<file path="config.mk">
export PLATFORM = sky130hd
export DESIGN_NAME = rgb_cmp_searcher
export DESIGN_NICKNAME = d
export VERILOG_FILES = /design/src/rtl/rgb_cmp_pkg.sv /design/src/rtl/rgb_flag_decode.sv /design/src/rtl/rgb_cmp_searcher.sv
export SDC_FILE = /design/constraint.sdc
export NUM_CORES = 1
export LEC_CHECK = 0
export ABC_AREA = 1
export CAP_MARGIN = 20
export CORE_MARGIN = 10
export CORE_UTILIZATION = 50
export DETAILED_ROUTE_END_ITERATION = 12
export PLACE_DENSITY = 0.77
export SLEW_MARGIN = 20
export SYNTH_ARGS = -nofsm -noshare
export SYNTH_HDL_FRONTEND = slang
export SYNTH_SLANG_ARGS = --single-unit
</file>
<file path="constraint.sdc">
create_clock -name clk -period 1.85 [get_ports clk]
set_input_delay 0.2775 -clock clk [delete_from_list [all_inputs] [get_ports clk]]
set_output_delay 0.2775 -clock clk [all_outputs]
set_load 0.01 [all_outputs]
</file>
<file path="src/rtl/rgb_cmp_pkg.sv">
// Shared types for the RGB comparator searcher: decoded comparator answers,
// the search FSM states and the flag decode function.
package rgb_cmp_pkg;

    typedef enum logic [1:0] {
        EQ      = 2'd0,
        HIGH    = 2'd1,
        LOW     = 2'd2,
        ILLEGAL = 2'd3
    } cmp_res_e;

    typedef enum logic [2:0] {
        IDLE   = 3'd0,
        WAIT   = 3'd1,
        SAMPLE = 3'd2,
        DONE   = 3'd3,
        ERR    = 3'd4
    } srch_state_e;

    // Flags arrive as {r_le, g_ne, b_ge}; only three codes are self-consistent.
    function automatic cmp_res_e decode_flags(input logic r, input logic g, input logic b);
        cmp_res_e res;
        case ({r, g, b})
            3'b101:  res = EQ;
            3'b110:  res = HIGH;
            3'b011:  res = LOW;
            default: res = ILLEGAL;
        endcase
        return res;
    endfunction

endpackage

</file>
<file path="src/rtl/rgb_flag_decode.sv">
// Combinational wrapper around decode_flags so the same decode can be
// instantiated wherever comparator flags need interpreting.
module rgb_flag_decode
    import rgb_cmp_pkg::*;
(
    input  logic     r_le,
    input  logic     g_ne,
    input  logic     b_ge,
    output cmp_res_e res
);

    assign res = decode_flags(r_le, g_ne, b_ge);

endmodule

</file>
<file path="src/rtl/rgb_cmp_searcher.sv">
// Binary-search initiator: drives guesses into the RGB comparator's b port and
// converges on its hidden a operand, flagging any inconsistent answer.
module rgb_cmp_searcher
    import rgb_cmp_pkg::*;
#(
    parameter int W      = 2,
    parameter int SETTLE = 0
) (
    input  logic                      clk,
    input  logic                      rst_n,
    input  logic                      start,
    input  logic                      r_le,
    input  logic                      g_ne,
    input  logic                      b_ge,
    output logic [W-1:0]              guess,
    output logic                      busy,
    output logic                      done,
    output logic [W-1:0]              found,
    output logic [$clog2(W+2)-1:0]    probes,
    output logic                      err
);

    localparam int PW = $clog2(W + 2);
    localparam int CW = (SETTLE > 0) ? $clog2(SETTLE + 1) : 1;
    localparam logic [CW-1:0] SETTLE_LOAD = CW'(SETTLE);

    srch_state_e    state, state_next;
    logic [W-1:0]   lo, lo_next;
    logic [W-1:0]   hi, hi_next;
    logic [W-1:0]   guess_next;
    logic [W-1:0]   found_next;
    logic [PW-1:0]  probes_next;
    logic [CW-1:0]  cnt, cnt_next;
    logic [W-1:0]   guess_dec;
    logic [W-1:0]   guess_inc;
    cmp_res_e       res;

    // The W+1-bit sum keeps lo+hi from overflowing before the halving.
    function automatic logic [W-1:0] midpoint(input logic [W-1:0] l, input logic [W-1:0] h);
        logic [W:0] sum;
        sum = {1'b0, l} + {1'b0, h};
        return sum[W:1];
    endfunction

    rgb_flag_decode u_decode (
        .r_le (r_le),
        .g_ne (g_ne),
        .b_ge (b_ge),
        .res  (res)
    );

    assign guess_dec = guess - W'(1);
    assign guess_inc = guess + W'(1);

    always_ff @(posedge clk) begin
        if (!rst_n) begin
            state  <= IDLE;
            lo     <= '0;
            hi     <= '1;
            guess  <= '0;
            found  <= '0;
            probes <= '0;
            cnt    <= '0;
        end else begin
            state  <= state_next;
            lo     <= lo_next;
            hi     <= hi_next;
            guess  <= guess_next;
            found  <= found_next;
            probes <= probes_next;
            cnt    <= cnt_next;
        end
    end

    always_comb begin
        state_next  = state;
        lo_next     = lo;
        hi_next     = hi;
        guess_next  = guess;
        found_next  = found;
        probes_next = probes;
        cnt_next    = cnt;

        case (state)
            IDLE, DONE, ERR: begin
                if (start) begin
                    state_next  = WAIT;
                    lo_next     = '0;
                    hi_next     = '1;
                    guess_next  = midpoint('0, '1);
                    probes_next = '0;
                    cnt_next    = SETTLE_LOAD;
                end
            end

            WAIT: begin
                if (cnt == '0) begin
                    state_next = SAMPLE;
                end else begin
                    cnt_next = cnt - CW'(1);
                end
            end

            SAMPLE: begin
                probes_next = probes + PW'(1);
                case (res)
                    EQ: begin
                        state_next = DONE;
                        found_next = guess;
                    end
                    HIGH: begin
                        // A HIGH answer at the bottom of the range means a is below lo.
                        if (guess == lo) begin
                            state_next = ERR;
                        end else begin
                            hi_next    = guess_dec;
                            guess_next = midpoint(lo, guess_dec);
                            cnt_next   = SETTLE_LOAD;
                            state_next = WAIT;
                        end
                    end
                    LOW: begin
                        if (guess == hi) begin
                            state_next = ERR;
                        end else begin
                            lo_next    = guess_inc;
                            guess_next = midpoint(guess_inc, hi);
                            cnt_next   = SETTLE_LOAD;
                            state_next = WAIT;
                        end
                    end
                    default: state_next = ERR;
                endcase
            end

            default: state_next = IDLE;
        endcase
    end

    assign busy = (state == WAIT) || (state == SAMPLE);
    assign done = (state == DONE);
    assign err  = (state == ERR);

endmodule

</file>
==> impl_metrics.tcl <==
set metrics [dict create \
    place_area_um2 968 \
    worstMarginPinSlew_ps 371 \
    async_reset_ff_share_pct 0 \
    finalWorstSetupSlack_ps 110 \
    synth_top_family_by_area "simple AND/OR/NAND/NOR gates" \
    synth-edff-count 0 \
    ys_warn_count 0 \
    post-dp-hpwl_um 1560 \
    yosysTopAreaCellShare_pct 32.6 \
    arrival_ps 1910 \
    ys_ff_latch 13 \
    peakVddDrop_mv 0.569 \
    dieArea_um2 3590 \
    drt-wirelength-per-cell_um 13.0 \
    period_share_pct 94.1 \
    min_path_cells 1 \
    drive_above_1_share_pct 13.8 \
    ys_seq_area_share_pct 32.6 \
    gp_congestion 0.878 \
    seqPwrFrac_pct 42.8 \
    finalSetupViolCount 0 \
    netSwitchingPower_w 0.000284 \
    grt_max_degree 11 \
    min_period_ps 1740 \
    slew_violations 0 \
    grt_pass1_vias 803 \
    rsz0062_at_grt "false" \
    leakage_nw 0.497 \
    die_x_um 60.0 \
    antenna_found_initial 0 \
    synthCells 119 \
    core.rowCount 14 \
    io_pins 15 \
    synth_nets 129 \
    drc 0 \
    power_density_nw_per_um2 783 \
    status "finished clean" \
    cp_data_required_time_ps 2020 \
    antenna_cells 0 \
    cts_setup_buffers 0 \
    synthSimpleGateAreaFrac_pct 37.0 \
    cts_max_level 1 \
    nFillCells 139 \
    tns_ps 0 \
    synth.top_cells.by_count "32 x nand2_1, 15 x inv_1, 13 x dfxtp_1, 13 x nand3_1, 12 x nor2_1" \
    clkSlewWorstSetupHoldPaths_ps 80 \
    grt_overflow 0 \
    insertion_delay_ps 270 \
    core_area_um2 1510 \
    syn_area_um2 798 \
    path_max_fanout 6 \
    path_class "reg -> reg" \
    min_from "probes[1]" \
    cts_num_sinks 13 \
    fin_area_um2 1010 \
    port_buffers 14 \
    syn_avg_cell_area_um2 6.71 \
    clkPwrFrac_pct 22.1 \
    drt_iter0_drc 21 \
    drt_pass1_iterations 4 \
    yosys.area_share.xor_xnor_pct 1.10 \
    clock_skew_ps 5.83 \
    grt_first_pass_wirelength_um 3420 \
    r2r-start "guess[0]" \
    synth_fa_ha_area_share_pct 8.15 \
    yosysMostFrequentCell "nand2_1" \
    viasPerCell 5.31 \
    max_cap_viol_count 0 \
    synth.mux.area_fraction_pct 0 \
    rrSetupSlack_ps 110 \
    grtUsageTotal_pct 12.0 \
    syn_to_final_growth_pct 27.0 \
    min_to "probes[1]" \
    stdcell_count 154 \
    p_comb_share_pct 35.1 \
    r2r-end "guess[1]" \
    clockBufferDepth 2 \
    max_slew_margin_pct 75.2 \
    dp.cells 150 \
    yosysUniqueCellTypes 22 \
    netSwitchingFraction_pct 35.8 \
    cts_tree "done" \
    fin_nets 149 \
    hold_ws_ps 476 \
    crit_path_start_kind "flop" \
    cts-root-buf "clkbuf_4" \
    reg2reg_depth 8 \
    p_int_w 0.000509 \
    start_util_pct 53.0 \
    ant_nets 0 \
    finalHoldViolCount 0 \
    synthTopCellsByArea "dfxtp_1 33%, nand2_1 15%, nand3_1 8.2%" \
    pre_cts_slack_ps 36.2 \
    worst_setup_path_end_kind "flop" \
    drt_wl_total_um 2000 \
    min_path_type "reg -> reg" \
    vias 818 \
    cts_buffers 3 \
    fmax_mhz 575 \
    synth_top_area_cell "dfxtp_1" \
    ys.flop_type "dfxtp_1" \
    fp.dieH_um 60.0 \
    synth_compound_area_share_pct 11.6 \
]
## cell usage in the layout (no fill, tap or decap), types with 2 or more instances in the layout
cell,count
nand3_1,13
nand2_2,4
nor2_1,11
dfxtp_1,11
a21oi_1,8
ha_1,2
clkbuf_4,3
o21ai_0,3
fa_1,2
buf_4,2
inv_2,3
nand2_1,32
dlymetal6s2s_1,2
nor3_1,2
clkdlybuf4s50_1,11
inv_1,15
## layer usage
metal / GRT usage (%) / up-vias / share of wire (%)
li1: - / 418 / -
met1: 14.3 / 373 / 46
met2: 18.5 / 21 / 46
met3: 5.08 / 6 / 6.8
met4: 4.49 / 0 / 1.4
met5: 0 / - / 0
## power groups by stage
stage / combinational, W / sequential, W / clock, W
6_report: 0.000279 / 0.000339 / 0.000175
5_1_grt: 0.000320 / 0.000343 / 0.000193
4_1_cts: 0.000276 / 0.000335 / 0.000177
3_5_place_dp: 0.000273 / 0.000341 / 0
3_3_place_gp: 0.000266 / 0.000339 / 0
2_1_floorplan: 0.000180 / 0.000341 / 0
## flip-flops by register name, summed over array words and instances (netlist names)
register  flops
hi            2
lo            2
found         2
state         3
guess         2
probes        2
## critical path, cell delays in order, from the launching register on
cell and delay (ps):
dfxtp_4 390, inv_1 90, ha_1 220, fa_1 390
or2_2 300, nand2_1 70, nand3_1 70, nand2_1 70
nor2_1 40
## cell type report
class | count | area, um^2 | area share [%]
Inverter | 19 | 71.3 | 7.04
Clock buffer | 4 | 26.3 | 2.59
Sequential cell | 13 | 265 | 26.2
Multi-Input combinational cell | 86 | 472 | 46.5
Timing Repair Buffer | 16 | 159 | 15.7
Tap cell | 16 | 20.0 | 1.98
## worst max-delay path by stage
stage | from | to | slack [ps] | cells past startpoint
2_1_floorplan | guess[0] | guess[1] | 110 | 8
3_3_place_gp | guess[0] | guess[1] | 110 | 8
3_5_place_dp | guess[0] | guess[1] | 40 | 8
4_1_cts | guess[0] | guess[1] | 10 | 8
5_1_grt | guess[0] | guess[1] | 7 | 8
6_report | guess[0] | guess[1] | 110 | 8
## stage by stage
step                      total power (W)  utilization [%]
after detailed placement         0.000615             64.3
final                            0.000793             67.3
after CTS                        0.000787             66.0
after global placement           0.000605             64.3
after global routing             0.000856             67.3
after floorplan                  0.000520                -
## logic make-up after synthesis
kind of cell	count (synthesis)
compound gates	15
xor+xnor	1
fa+ha+maj	4
buf+inv	20
flops	13
simple gates	66
## repair_timing
item                                   CTS  global route
setup endpoints to repair                1             4
hold buffers                             0             0
pin swaps                                0             0
resized for setup                        2             6
endpoints found under the hold margin    0             0
Note: power is estimated with default switching activity, not from simulation.
